--- config.mk ---
export PLATFORM = sky130hd
export DESIGN_NAME = wb_master_bridge
export DESIGN_NICKNAME = d
export VERILOG_FILES = /design/src/rtl/wb_master_bridge.sv
export SDC_FILE = /design/constraint.sdc
export NUM_CORES = 1
export LEC_CHECK = 0
export BUFFER_PORTS_ARGS = -buffer_cell sky130_fd_sc_hd__buf_2
export CORE_MARGIN = 4
export CORE_UTILIZATION = 40
export CTS_CLUSTER_DIAMETER = 200
export DETAILED_ROUTE_END_ITERATION = 16
export PLACE_DENSITY_LB_ADDON = 0.1
export SKIP_LAST_GASP = 1
export SLEW_MARGIN = 20
export SYNTH_ARGS = -nofsm -noshare
export SYNTH_HDL_FRONTEND = slang
export SYNTH_SLANG_ARGS = --single-unit
--- constraint.sdc ---
create_clock -name wb_clk_i -period 1.6 [get_ports wb_clk_i]
set_clock_uncertainty 0.2 [all_clocks]
set_input_delay 0.08 -clock wb_clk_i [delete_from_list [all_inputs] [get_ports wb_clk_i]]
set_output_delay 0.08 -clock wb_clk_i [all_outputs]
set_load 0.005 [all_outputs]
--- src/rtl/wb_master_bridge.sv ---
// Wishbone classic single-transfer initiator: one bus cycle per valid/ready command,
// result returned on a valid/ready response stream, with optional ack timeout.
module wb_master_bridge #(
    parameter int TIMEOUT_CYCLES = 255,
    parameter int ADDR_W         = 32,
    parameter int DATA_W         = 32
) (
    input  logic                wb_clk_i,
    input  logic                wb_rst_i,
    input  logic                cmd_valid,
    output logic                cmd_ready,
    input  logic                cmd_we,
    input  logic [ADDR_W-1:0]   cmd_adr,
    input  logic [DATA_W-1:0]   cmd_dat,
    input  logic [DATA_W/8-1:0] cmd_sel,
    output logic                rsp_valid,
    input  logic                rsp_ready,
    output logic [DATA_W-1:0]   rsp_dat,
    output logic                rsp_err,
    output logic                wbm_cyc_o,
    output logic                wbm_stb_o,
    output logic                wbm_we_o,
    output logic [ADDR_W-1:0]   wbm_adr_o,
    output logic [DATA_W-1:0]   wbm_dat_o,
    output logic [DATA_W/8-1:0] wbm_sel_o,
    input  logic [DATA_W-1:0]   wbm_dat_i,
    input  logic                wbm_ack_i
);
    localparam int CNT_W = (TIMEOUT_CYCLES < 1) ? 1 : $clog2(TIMEOUT_CYCLES + 1);
    localparam logic [CNT_W-1:0] CNT_LAST = CNT_W'((TIMEOUT_CYCLES < 1) ? 0 : TIMEOUT_CYCLES - 1);

    typedef enum logic [1:0] {IDLE, BUS, RESP} state_t;

    state_t           state;
    logic [CNT_W-1:0] cnt;
    logic             rdy_q;
    logic             timeout_hit;

    // rdy_q tracks "in IDLE" but stays low for the first cycle out of reset
    assign cmd_ready   = rdy_q && !wb_rst_i;
    assign timeout_hit = (TIMEOUT_CYCLES != 0) && (cnt == CNT_LAST);

    always_ff @(posedge wb_clk_i) begin
        if (wb_rst_i) begin
            state     <= IDLE;
            cnt       <= '0;
            rdy_q     <= 1'b0;
            wbm_cyc_o <= 1'b0;
            wbm_stb_o <= 1'b0;
            wbm_we_o  <= 1'b0;
            wbm_adr_o <= '0;
            wbm_dat_o <= '0;
            wbm_sel_o <= '0;
            rsp_valid <= 1'b0;
            rsp_dat   <= '0;
            rsp_err   <= 1'b0;
        end else begin
            case (state)
                IDLE: begin
                    if (cmd_valid && rdy_q) begin
                        wbm_we_o  <= cmd_we;
                        wbm_adr_o <= cmd_adr;
                        wbm_dat_o <= cmd_dat;
                        wbm_sel_o <= cmd_sel;
                        wbm_cyc_o <= 1'b1;
                        wbm_stb_o <= 1'b1;
                        cnt       <= '0;
                        rdy_q     <= 1'b0;
                        state     <= BUS;
                    end else begin
                        rdy_q <= 1'b1;
                    end
                end
                BUS: begin
                    // ack takes priority over a timeout landing in the same cycle
                    if (wbm_ack_i) begin
                        wbm_cyc_o <= 1'b0;
                        wbm_stb_o <= 1'b0;
                        rsp_dat   <= wbm_we_o ? '0 : wbm_dat_i;
                        rsp_err   <= 1'b0;
                        rsp_valid <= 1'b1;
                        state     <= RESP;
                    end else if (timeout_hit) begin
                        wbm_cyc_o <= 1'b0;
                        wbm_stb_o <= 1'b0;
                        rsp_dat   <= '0;
                        rsp_err   <= 1'b1;
                        rsp_valid <= 1'b1;
                        state     <= RESP;
                    end else if (TIMEOUT_CYCLES != 0) begin
                        cnt <= cnt + 1'b1;
                    end
                end
                RESP: begin
                    if (rsp_ready) begin
                        rsp_valid <= 1'b0;
                        rdy_q     <= 1'b1;
                        state     <= IDLE;
                    end
                end
                default: state <= IDLE;
            endcase
        end
    end
endmodule

## Yosys cells after proc, flatten, opt, wreduce, memory -nomap -nowiden

Index checks and enable logic that the tools add are counted.

| storage, ports and cells | value |
|---|---|
| register bits | 115 |
| logic and storage cells | 59 |
| output and inout bits | 106 |
| input port bits | 106 |

| cells by class | value |
|---|---|
| add/subtract/negate cells | 1 |
| reduce and logical (&&, ||, !) cells | 15 |
| eq/ne operators | 8 |
| muxes and demuxes | 24 |

Operators by type and width:

| kind | count |
|---|---|
| 32-bit 2-to-1 mux | 3 |
| 8-bit 2-to-1 mux | 3 |
| 8-bit case mux with 2 select lines | 1 |
| 1-bit 2-to-1 mux | 9 |
| 3-bit AND reduction | 3 |
| 8-bit by 1-bit adder with 8-bit output (second input constant) | 1 |
| 8-bit == test (second input constant) | 1 |
| 2-bit 2-to-1 mux | 4 |
| 2-bit inequality test (second input constant) | 4 |
| 2-bit nonzero test | 4 |
| 1-bit case mux with 2 select lines | 3 |
| 2-bit case mux with 3 select lines | 1 |
| 2-bit AND reduction | 3 |
| 4-bit AND reduction | 1 |
| 3-bit inequality test (second input constant) | 1 |
| 2-bit by 1-bit == test with 1-bit output (second input constant) | 1 |
| 2-bit == test (second input constant) | 1 |
| 1-bit logical AND | 2 |
| 2-bit logical NOT | 1 |
| 1-bit logical NOT | 1 |

## Longest topological paths before layout

| logic depth | value |
|---|---|
| depth after elaboration | 4 |
| gate-level depth with buffers | 7 |
| depth with buffers taken out | 6 |

## Worst setup path after synthesis

OpenSTA, ideal clock, no wires.

| timing | value |
|---|---|
| path type | reg2reg |
| start point | register cnt[0] |
| end point | register rsp_dat[0] |
| data required time | 1,341 ps |
| period minus slack after synthesis | 1,682 ps |
| setup slack | -82 ps |
| data arrival time | 1,423 ps |
| cell stages (with the launch flop) | 8 |
| path buffers | 1 |
| path through | dfxtp_1 > inv_1 > ha_1 > nand3_1 > o21ai_1 > a21oi_1 > buf_2 > a22o_1 |

| between the ends | value |
|---|---|
| word-level cells in the longest chain between the ends | 3 |

RTL lines:

| what | line | RTL |
|---|---|---|
| start, declared | 35 | `logic [CNT_W-1:0] cnt;` |
| start signal, assigned | 91 | `cnt <= cnt + 1'b1;` |
| 8-bit == test | 41 | `assign timeout_hit = (TIMEOUT_CYCLES != 0) && (cnt == CNT_LAST);` |
| 2-bit nonzero test (no line) | n/a |  |
| 2-bit AND reduction (no line) | n/a |  |
| end signal, assigned | 79 | `rsp_dat <= wbm_we_o ? '0 : wbm_dat_i;` |
| end, declared | 18 | `output logic [DATA_W-1:0] rsp_dat,` |

Every way passes these cells.
A chain may end at the register's enable or synchronous reset.

## Worst setup path after layout

| timing | value |
|---|---|
| start point | register cnt[0] |
| end point | register cnt[5] |

| between the ends | value |
|---|---|
| word-level cells in the longest chain between the ends | 4 |
| elaborated cells on any way between the ends | 7 |
| those cells by class | 1 x add/sub; 2 x eq/ne; 3 x mux; 1 x reduce/logical |

RTL lines:

| what | line | RTL |
|---|---|---|
| 8-bit by 1-bit adder with 8-bit output | 91 |  |
| 8-bit 2-to-1 mux | 83 | `end else if (timeout_hit) begin` |
| 8-bit 2-to-1 mux | 76 | `if (wbm_ack_i) begin` |
| 8-bit case mux with 2 select lines | 58 | `case (state)` |

Parallel ways exist; a longest one is shown, timed or not. The select of a mux whose other input is x is not followed.

==> impl_metrics.tcl <==
set metrics [dict create \
    grt_util_all_layers 0.226 \
    maxCapViolations 0 \
    violations "hold timing" \
    fin_tns_setup_ps 0 \
    cts_root_buf "clkbuf_8" \
    synth-async-reset-ratio 0 \
    worstMarginPinSlew_ps 564 \
    outcome "finished, violations left" \
    cts_buffer_depth 2 \
    dp_hpwl_mm 8.04 \
    clk_pin_slew_ps 50 \
    r2r_setup_slack_ps 7 \
    core_area_mm2 0.00982 \
    grt_pass1_wl_mm 21.2 \
    cp_top_family "simple AND/OR/NAND/NOR gates" \
    arrival_ps 1830 \
    synth_edf_count 0 \
    slew_violations 0 \
    h-tree-depth 4 \
    finalCritPeriodShare 0.996 \
    grt_pass1_vias 4428 \
    cts-buffers-inserted 17 \
    final_cell_mix "buf_2, nand2_1, dfxtp_1, dlygate4sd3_1, a21oi_1" \
    insertion_delay_ps 510 \
    synthTopCellsByArea "dfxtp_1, nand2_1, a21oi_1" \
    syn_area_per_cell_um2 8.85 \
    grt_max_degree 68 \
    place_congestion 0.786 \
    path_cells "inv_2, ha_4, nand3_4, o211ai_4, or3_1, a31oi_1" \
    routedWlPerCell_um 14.9 \
    synth-warning-count 0 \
    pin_count 212 \
    rows 36 \
    layout.nets 900 \
    dieArea_mm2 0.0118 \
    max_freq_mhz 628 \
    port-buffer-count 211 \
    ant_nets 0 \
    cts_hold_buf 105 \
    synthesis.nets 567 \
    yosysUniqueCellTypes 35 \
    vias 4560 \
    hold_class "in2reg" \
    syn2layout_area_growth_pct 78.2 \
    post-route-util 0.737 \
    ys_seq_area_frac 0.567 \
    gr-total-overflow 0 \
    syn_area_mm2 0.00406 \
    via_per_inst 4.86 \
    path_class "reg2reg" \
    synth_top_cell_area_share 0.567 \
    crit_path_top_delay_cell "or3_1" \
    fin_crit_ps 1590 \
    cts.sinks 115 \
    worstPathRequired_ps 1830 \
    power_density_mw_per_mm2 1040 \
    drt-pass1-iter-count 5 \
    worst_slack_ps 7.18 \
    layout-drive-gt1-share 0.367 \
    grt_antenna_before_repair 0 \
    setup_viol 0 \
    initial_core_util 0.414 \
    dp_slack_ps -91.3 \
    post_synth_inst_count 459 \
    cp-start-kind "flip-flop" \
    ys.flop_type "dfxtp_1" \
    die_x_um 109 \
    rsz0062_at_grt "yes" \
    critPathCaptureType "flip-flop" \
    synth.ff_latch_count 115 \
    cts_tree "done" \
    layout_commonest_cell "buf_2" \
    hold_ws_ps -299 \
    die_y_um 109 \
    dr.first_iter.drc_count 265 \
    route.detailed.drc 0 \
    crit_fanout 8 \
    slew-limit-headroom 0.622 \
    synth_area_leader_cell "dfxtp_1" \
    p_leak_nw 3.30 \
    dp.cells 791 \
    crit_path_max_incr_delay_ps 400 \
    instances_no_fill 939 \
    crit_buf_inv 1 \
    hold_viol_final 66 \
    max-vdd-ir-drop_mv 0.643 \
    drt_wl_total_mm 14.0 \
]
through the flow:
step | power [W] | instance area, µm²
after floorplan | 0.00341 | 4070
after global placement | 0.00375 | 5410
after detailed placement | 0.00377 | 5410
after CTS | 0.00756 | 7110
after global routing | 0.00787 | 7240
final | 0.00756 | 7240
worst reg2reg max path, stage by stage (launching register included):
cell and delay, ps:
dfxtp_2 340, inv_2 60, ha_4 160, nand3_4 100, o211ai_4 140, or3_1 400, a31oi_1 130
path summary, 6_finish.rpt:
check | from | to | depth (start not counted)
worst min register to register | wbm_adr_o[9]$_SDFFE_PP0P_ | wbm_adr_o[9]$_SDFFE_PP0P_ | 2
worst max-delay path | cnt[0]$_SDFFE_PP0P_ | cnt[5]$_SDFFE_PP0P_ | 6
worst min-delay path | wb_rst_i | wbm_stb_o$_SDFFE_PP0P_ | 2
worst max register to register | cnt[0]$_SDFFE_PP0P_ | cnt[5]$_SDFFE_PP0P_ | 6
sequential cells by signal, summed over array words and instances (netlist names):
register   count
state          2
cnt            8
wbm_dat_o     32
wbm_we_o       1
wbm_sel_o      4
rsp_dat       32
rsp_err        1
rdy_q          1
wbm_stb_o      1
wbm_adr_o     32
rsp_valid      1
cells in the mapped netlist, drive strengths merged, types with 2 or more instances:
library cell    n
a211oi          2
a21oi          81
a22o           32
a31oi           2
buf            19
clkbuf         17
dfxtp         115
ha              2
inv             3
nand2         143
nand3          14
nand3b          2
nor2            2
nor2b           5
nor3            2
o21ai           3
or3             2
report_power, final:
group	switching (W)	total [W]	leakage, nW	internal (W)
combinational	0.000407	0.000925	2.09	0.000519
sequential	0.0000659	0.00305	0.936	0.00299
clock	0.00126	0.00358	0.269	0.00232
total	0.00174	0.00756	3.30	0.00582
layer usage:
| metal | global-route usage | share of wire | routed length [µm] |
|---|---|---|---|
| met5 | 0 | 0 | 0 |
| met3 | 0.0699 | 0.080 | 1120 |
| met1 | 0.261 | 0.41 | 5690 |
| met2 | 0.384 | 0.49 | 6820 |
| met4 | 0.104 | 0.026 | 358 |
cell type report:
class / instances / area, µm²
clock buffer: 22 / 463
tap: 133 / 166
antenna: 2 / 5.00
sequential: 115 / 2310
multi-input combinational: 305 / 1680
inverter: 3 / 11.3
clock inverter: 9 / 105
timing repair buffer: 350 / 2500
fill: 710 / 2580
cell families (layout without fill, tap and decap cells):
logic type / after synthesis / after routing / synth area share
adders and majority gates: 2 / 2 / 0.00616
other: 0 / 2 / 0
AOI/OAI and AO/OA: 126 / 126 / 0.193
DFF: 115 / 115 / 0.567
and+or+nand+nor: 177 / 177 / 0.188
buffers and inverters: 39 / 384 / 0.0462
what timing repair did:
item                                   in CTS  in global routing
endpoints found under the hold margin     115                 57
setup endpoints to repair                  41                 66
gates resized for setup                    17                  6
cloned                                      0                  2
pin swaps                                   9                  9
buffers inserted                            1                  7
Power figures use the tool's default switching activity.
